===== src/rtl/mem_access_unit_if.sv =====
// Word-wide req/ack data bus between the memory-stage unit and the memory.
// Latency: none (wires only). Backpressure: the memory stretches an access by withholding bus_ack.
interface mem_access_unit_if;
    logic        bus_req;
    logic        bus_we;
    logic [31:0] bus_addr;
    logic [3:0]  bus_be;
    logic [31:0] bus_wdata;
    logic [31:0] bus_rdata;
    logic        bus_ack;

    modport master (
        output bus_req, bus_we, bus_addr, bus_be, bus_wdata,
        input  bus_rdata, bus_ack
    );

    modport slave (
        input  bus_req, bus_we, bus_addr, bus_be, bus_wdata,
        output bus_rdata, bus_ack
    );
endinterface


===== src/rtl/mem_access_unit.sv =====
// Memory-stage load/store unit: one req/ack word-bus access per MEM-stage load or store.
// Latency: bus_req from the cycle after the request; result and stall release one cycle after bus_ack.
// Backpressure: mem_stall freezes the pipeline until DONE; a bus silent for TIMEOUT cycles is aborted.
module mem_access_unit #(
    parameter int TIMEOUT = 16
) (
    input  logic              clock,
    input  logic              reset,
    input  logic              MemRead,
    input  logic              MemWrite,
    input  logic [2:0]        funct3,
    input  logic [31:0]       addr,
    input  logic [31:0]       wdata,
    output logic [31:0]       Read_data,
    output logic              mem_stall,
    output logic              mem_fault,
    output logic [1:0]        fault_cause,
    mem_access_unit_if.master bus
);
    localparam int CW = $clog2(TIMEOUT);
    localparam logic [CW-1:0] CNT_LAST = CW'(TIMEOUT - 1);

    typedef enum logic [1:0] {IDLE, BUSY, DONE} state_t;

    state_t          state_q, state_d;
    logic [CW-1:0]   cnt_q;
    logic [2:0]      f3_q;
    logic [1:0]      off_q;
    logic            start, finish_ok, fault_d;
    logic [1:0]      cause_d;
    logic            is_access, is_illegal, is_misaligned;
    logic [3:0]      be_d;
    logic [31:0]     wdata_d;

    function automatic logic [31:0] fmt_load(input logic [2:0] f3, input logic [1:0] off,
                                             input logic [31:0] w);
        logic [7:0]  b;
        logic [15:0] h;
        b = w[{off, 3'b000} +: 8];
        h = off[1] ? w[31:16] : w[15:0];
        case (f3)
            3'b000:  fmt_load = {{24{b[7]}}, b};
            3'b100:  fmt_load = {24'h0, b};
            3'b001:  fmt_load = {{16{h[15]}}, h};
            3'b101:  fmt_load = {16'h0, h};
            default: fmt_load = w;
        endcase
    endfunction

    // Access decode; illegal encodings take priority over misalignment in the reported cause.
    always_comb begin
        is_access     = MemRead | MemWrite;
        is_illegal    = (MemRead & MemWrite)
                      | (MemRead & ((funct3 == 3'b011) | (funct3 == 3'b110) | (funct3 == 3'b111)))
                      | (MemWrite & (funct3 >= 3'b011));
        is_misaligned = ((funct3[1:0] == 2'b01) & addr[0])
                      | ((funct3[1:0] == 2'b10) & (addr[1:0] != 2'b00));
        be_d    = 4'b1111;
        wdata_d = wdata;
        if (MemWrite) begin
            case (funct3[1:0])
                2'b00: begin
                    be_d    = 4'b0001 << addr[1:0];
                    wdata_d = {4{wdata[7:0]}};
                end
                2'b01: begin
                    be_d    = addr[1] ? 4'b1100 : 4'b0011;
                    wdata_d = {2{wdata[15:0]}};
                end
                default: ;
            endcase
        end
    end

    always_comb begin
        state_d   = state_q;
        mem_stall = 1'b0;
        start     = 1'b0;
        finish_ok = 1'b0;
        fault_d   = 1'b0;
        cause_d   = 2'b00;
        case (state_q)
            IDLE: begin
                if (is_access) begin
                    mem_stall = 1'b1;
                    if (is_illegal | is_misaligned) begin
                        state_d = DONE;
                        fault_d = 1'b1;
                        cause_d = is_illegal ? 2'b11 : 2'b01;
                    end else begin
                        start   = 1'b1;
                        state_d = BUSY;
                    end
                end
            end
            BUSY: begin
                mem_stall = 1'b1;
                // An ack on the final counted cycle still completes the access.
                if (bus.bus_ack) begin
                    finish_ok = 1'b1;
                    state_d   = DONE;
                end else if (cnt_q == CNT_LAST) begin
                    fault_d = 1'b1;
                    cause_d = 2'b10;
                    state_d = DONE;
                end
            end
            DONE:    state_d = IDLE;
            default: state_d = IDLE;
        endcase
    end

    always_ff @(posedge clock or posedge reset) begin
        if (reset) begin
            state_q       <= IDLE;
            cnt_q         <= '0;
            f3_q          <= 3'b000;
            off_q         <= 2'b00;
            bus.bus_req   <= 1'b0;
            bus.bus_we    <= 1'b0;
            bus.bus_addr  <= 32'h0;
            bus.bus_be    <= 4'b0000;
            bus.bus_wdata <= 32'h0;
            Read_data     <= 32'h0;
            mem_fault     <= 1'b0;
            fault_cause   <= 2'b00;
        end else begin
            state_q   <= state_d;
            mem_fault <= fault_d;
            if (fault_d) begin
                fault_cause <= cause_d;
            end
            if (start) begin
                cnt_q         <= '0;
                f3_q          <= funct3;
                off_q         <= addr[1:0];
                bus.bus_req   <= 1'b1;
                bus.bus_we    <= MemWrite;
                bus.bus_addr  <= {addr[31:2], 2'b00};
                bus.bus_be    <= be_d;
                bus.bus_wdata <= wdata_d;
            end else begin
                if (state_q == BUSY) begin
                    cnt_q <= cnt_q + 1'b1;
                end
                if (state_d != BUSY) begin
                    bus.bus_req <= 1'b0;
                end
            end
            // Faulted loads clear the result; stores leave it untouched.
            if (finish_ok && !bus.bus_we) begin
                Read_data <= fmt_load(f3_q, off_q, bus.bus_rdata);
            end else if (fault_d && ((state_q == IDLE) ? MemRead : !bus.bus_we)) begin
                Read_data <= 32'h0;
            end
        end
    end
endmodule


===== src/flat_wrapper.sv =====
// flat-port wrapper written by rule: the top's interface ports become plain ports
module mem_access_unit_flat 
#(
    parameter int TIMEOUT = 16
)
  (clock, reset, MemRead, MemWrite, funct3, addr, wdata, Read_data, mem_stall, mem_fault, fault_cause, bus_bus_req, bus_bus_we, bus_bus_addr, bus_bus_be, bus_bus_wdata, bus_bus_rdata, bus_bus_ack);
  mem_access_unit_if bus_i ();
  input  logic clock;
  input  logic reset;
  input  logic MemRead;
  input  logic MemWrite;
  input  logic [2:0] funct3;
  input  logic [31:0] addr;
  input  logic [31:0] wdata;
  output logic [31:0] Read_data;
  output logic mem_stall;
  output logic mem_fault;
  output logic [1:0] fault_cause;
  output wire logic [$bits(bus_i.bus_req)-1:0] bus_bus_req;
  output wire logic [$bits(bus_i.bus_we)-1:0] bus_bus_we;
  output wire logic [$bits(bus_i.bus_addr)-1:0] bus_bus_addr;
  output wire logic [$bits(bus_i.bus_be)-1:0] bus_bus_be;
  output wire logic [$bits(bus_i.bus_wdata)-1:0] bus_bus_wdata;
  input wire logic [$bits(bus_i.bus_rdata)-1:0] bus_bus_rdata;
  input wire logic [$bits(bus_i.bus_ack)-1:0] bus_bus_ack;
  assign bus_bus_req = bus_i.bus_req;
  assign bus_bus_we = bus_i.bus_we;
  assign bus_bus_addr = bus_i.bus_addr;
  assign bus_bus_be = bus_i.bus_be;
  assign bus_bus_wdata = bus_i.bus_wdata;
  assign bus_i.bus_rdata = bus_bus_rdata;
  assign bus_i.bus_ack = bus_bus_ack;
  mem_access_unit #(.TIMEOUT(TIMEOUT)) u_core (.clock(clock), .reset(reset), .MemRead(MemRead), .MemWrite(MemWrite), .funct3(funct3), .addr(addr), .wdata(wdata), .Read_data(Read_data), .mem_stall(mem_stall), .mem_fault(mem_fault), .fault_cause(fault_cause), .bus(bus_i));
endmodule

===== config.mk =====
export PLATFORM = sky130hd
export DESIGN_NAME = mem_access_unit_flat
export DESIGN_NICKNAME = d
export VERILOG_FILES = /design/src/rtl/mem_access_unit_if.sv /design/src/rtl/mem_access_unit.sv /design/src/flat_wrapper.sv
export SDC_FILE = /design/constraint.sdc
export NUM_CORES = 1
export LEC_CHECK = 0
export ABC_AREA = 1
export CAP_MARGIN = 10
export CORE_MARGIN = 2
export CORE_UTILIZATION = 44
export DETAILED_ROUTE_END_ITERATION = 10
export HOLD_SLACK_MARGIN = 0.06
export PLACE_DENSITY = 0.84
export SETUP_SLACK_MARGIN = 0.1
export SKIP_CTS_REPAIR_TIMING = 1
export SLEW_MARGIN = 25
export SYNTH_ARGS = -nofsm -noshare
export SYNTH_HDL_FRONTEND = slang
export SYNTH_SLANG_ARGS = --single-unit

===== constraint.sdc =====
create_clock -name clock -period 5.1 [get_ports clock]
set_clock_uncertainty 0.2 [all_clocks]
set_input_delay 1.53 -clock clock [delete_from_list [all_inputs] [get_ports clock]]
set_output_delay 1.53 -clock clock [all_outputs]
set_load 0.03 [all_outputs]

==> summary.md <==
| Metric | Value |
|---|---|
| Run status | completed |
| Clock buffer depth | 2 |
| Clock tree from TritonCTS | built |
| Biggest area contributors in the synthesized netlist | sky130_fd_sc_hd__dfrtp_1 (52%), sky130_fd_sc_hd__nand2_1 (18%), sky130_fd_sc_hd__nand3_1 (8.5%) |
| Yosys warning count | 0 |
| Req. time, crit path | 3.37 ns |
| I/O pin cnt | 210 |
| FMAX | 224 MHz |
| Total global routing track utilization | 25.3% |
| Cell type with the highest aggregate area in the netlist | sky130_fd_sc_hd__dfrtp_1 |
| Number of optimization iterations in the first detailed-route pass | 5 |
| Post-DR wirelength/cell | 15.3 um |
| Vias in the first global route | 5409 |
| Leakage power | 3.99 nW |
| Sum of overflow across all layers after global routing | 0 |
| Data arrival time of the critical path | 2.74 ns |
| Floorplan die width | 116 um |
| Via count | 5512 |
| DRC marker count from the first detailed-route iteration | 480 |
| Critical setup path kind | input port to output pin |
| Setup TNS Final | 0 ns |
| Crit Path Max Fanout | 4 |
| Worst R2R Start | u_core.f3_q[1]$_DFFE_PP0P_ |
| Final setup violation count | 0 |
| Number of instances in the synthesized netlist | 706 |
| Number of antenna violations at the first check in global routing | 0 |
| Slew HR | 38.8% |
| RSZ-0062 raised after global routing | false |
| Worst reg-to-reg setup slack | 2.66 ns |
| End of the worst register-to-register path | u_core.Read_data[28]$_DFFE_PP0P_ |
| Kind of path behind the tightest hold check | register to register |
| # DRC | 0 |
| Layout area overhead | 49.5% |
| Post-route insts no fill | 1081 |
| Hold wc startpoint | u_core.bus.bus_addr[15]$_DFFE_PP0P_ |
| Fraction of layout cells with a size suffix above 1 | 6.24% |
| Final critical delay including setup and external delays | 4.47 ns |
| H-Tree Level Count | 4 |
| Post-synthesis cell area | 5490 sq um |
| Pin count of the biggest net entering global routing | 90 |
| Critical Path End Type | output pin |
| CTS sink cnt | 114 |
| Placed wire-length estimate after detailed placement | 11500 um |
| Endpoint, Worst Hold | u_core.bus.bus_addr[15]$_DFFE_PP0P_ |
| Most frequent cells in the layout | sky130_fd_sc_hd__nand2_1 (265), sky130_fd_sc_hd__clkdlybuf4s50_1 (206), sky130_fd_sc_hd__dfrtp_1 (114) |
| Number of vias per cell after detailed routing | 5.10 |
| Hold depth | 2 |
| Power density over the cells | 642 nW/um^2 |
| Clock network latency to the later pin of the worst-skew pair | 0.41 ns |
| Fraction of synthesized cell area taken by the top area cell type | 51.9% |
| Fin. max-slew vios | 0 |
| Synth unique cells | 27 |
| Post-synthesis average cell area | 7.78 sq um |
| FF-to-FF path depth | 7 |
| Number of placed instances, taps included | 1049 |
| Worst-path clk slew | 0.06 ns |
| Flop and latch count out of synthesis | 114 |
| WL final | 16600 um |
| Remaining antenna violation count after routing | 0 |
| Initial core utilization | 45.3% |
| Ant. Diodes | 0 |
| Part of the Yosys area used for sequential elements | 51.9% |
| Final GP Congestion | 0.843 |
| Most common cell after layout, fill and taps aside | sky130_fd_sc_hd__nand2_1 |
| Final Util | 67.8% |
| Fin. Hold Viols | 0 |
| Port Buffer Count | 207 |
| Filler Cells Inserted | 995 |
| Core area | 12100 sq um |
| Number of CTS-inserted buffers | 17 |
| Area enclosed by the die boundary | 13400 sq um |
| Height of the die | 116 um |
| Wire length of the first global-routing pass | 26500 um |
| Startpoint type of the worst setup path | input port |
| Final Cycle Share | 87.7% |
| Peak supply drop | 0.369 mV |
| Cell chosen for the clock root | sky130_fd_sc_hd__clkbuf_16 |
| Number of placement rows | 40 |
| Worst Max-Slew Pin Slew | 0.916 ns |
| Layout net count | 1005 |
| Max-cap violations | 0 |
## cells in the mapped netlist (all sizes together)
library cell,instances
a21oi,18
a31oi,1
and2,1
buf,30
clkbuf,11
conb,1
dfrtp,114
ha,1
inv,40
nand2,271
nand3,95
nand4,1
nor2,55
nor3,2
o2111ai,8
o211ai,5
o21ai,49
xor2,3
## cell type report
class / instances / area [sq um] / area share (%)
tap: 168 / 210 / 2.56
timing repair buffer: 215 / 2140 / 26.1
multi-input combinational: 512 / 2270 / 27.6
sequential: 114 / 2850 / 34.7
clock buffer: 17 / 425 / 5.18
clock inverter: 15 / 160 / 1.95
inverter: 40 / 155 / 1.89
## worst max-delay path by stage
| stage | startpoint | to | slack [ns] |
|---|---|---|---|
| after floorplan | reset | u_core.Read_data[0]$_DFFE_PP0P_ | 0.35 |
| after global placement | MemRead | mem_stall | 0.67 |
| after detailed placement | MemRead | mem_stall | 0.65 |
| after CTS | MemRead | mem_stall | 0.61 |
| after global routing | MemRead | mem_stall | 0.51 |
| final | MemRead | mem_stall | 0.63 |
## metal layers
layer  vias up  GRT usage (%)  share of wire (%)  routed length [um]
met4         0           8.57                2.1                 354
met1      2560           30.5                 40                6570
met2       257           42.7                 48                7990
met5         -              0                  0                   0
li1       2667              -                  -                   -
met3        28           8.73                 10                1660
## critical path, cell delays in order
cell,delay [ns]
sky130_fd_sc_hd__clkdlybuf4s50_1,0.52
sky130_fd_sc_hd__nor2_1,0.08
sky130_fd_sc_hd__nor3_2,0.26
sky130_fd_sc_hd__inv_2,0.10
sky130_fd_sc_hd__nand2_1,0.12
sky130_fd_sc_hd__buf_12,0.13
## metrics by stage
step	setup WS, ns	instance area (sq um)	power (mW)	hold WS (ns)
after floorplan	0.354	5500	3.05	0.305
after global placement	0.672	7620	4.04	0.253
after detailed placement	0.648	7630	4.08	0.257
after CTS	0.611	8210	5.28	0.273
after global routing	0.512	8210	5.56	0.293
final	0.627	8210	5.27	0.269
## sequential cells by signal, indices dropped and copies added (netlist names)
name                  cells
u_core.bus.bus_req        1
u_core.mem_fault          1
u_core.Read_data         32
u_core.off_q              2
u_core.f3_q               3
u_core.bus.bus_be         4
u_core.cnt_q              4
u_core.bus.bus_we         1
u_core.state_q            2
u_core.bus.bus_addr      30
u_core.bus.bus_wdata     32
u_core.fault_cause        2
## power breakdown
group          switching [mW]  internal (mW)
clock network           0.454          0.722
logic                    1.56          0.964
registers               0.278           1.29
total                    2.29           2.97
## logic make-up (layout without fill, tap and decap cells)
kind of cell / count (synthesis) / after routing / synth area share [%]
and+or+nand+nor: 425 / 425 / 32.2
DFF: 114 / 114 / 51.9
AOI/OAI and AO/OA: 81 / 81 / 8.18
buffers and inverters: 81 / 287 / 6.86
xor gates and xnor gates: 3 / 3 / 0.479
adders and majority gates: 1 / 1 / 0.228
other: 1 / 2 / 0.0683
Power figures use the tool's default switching activity.
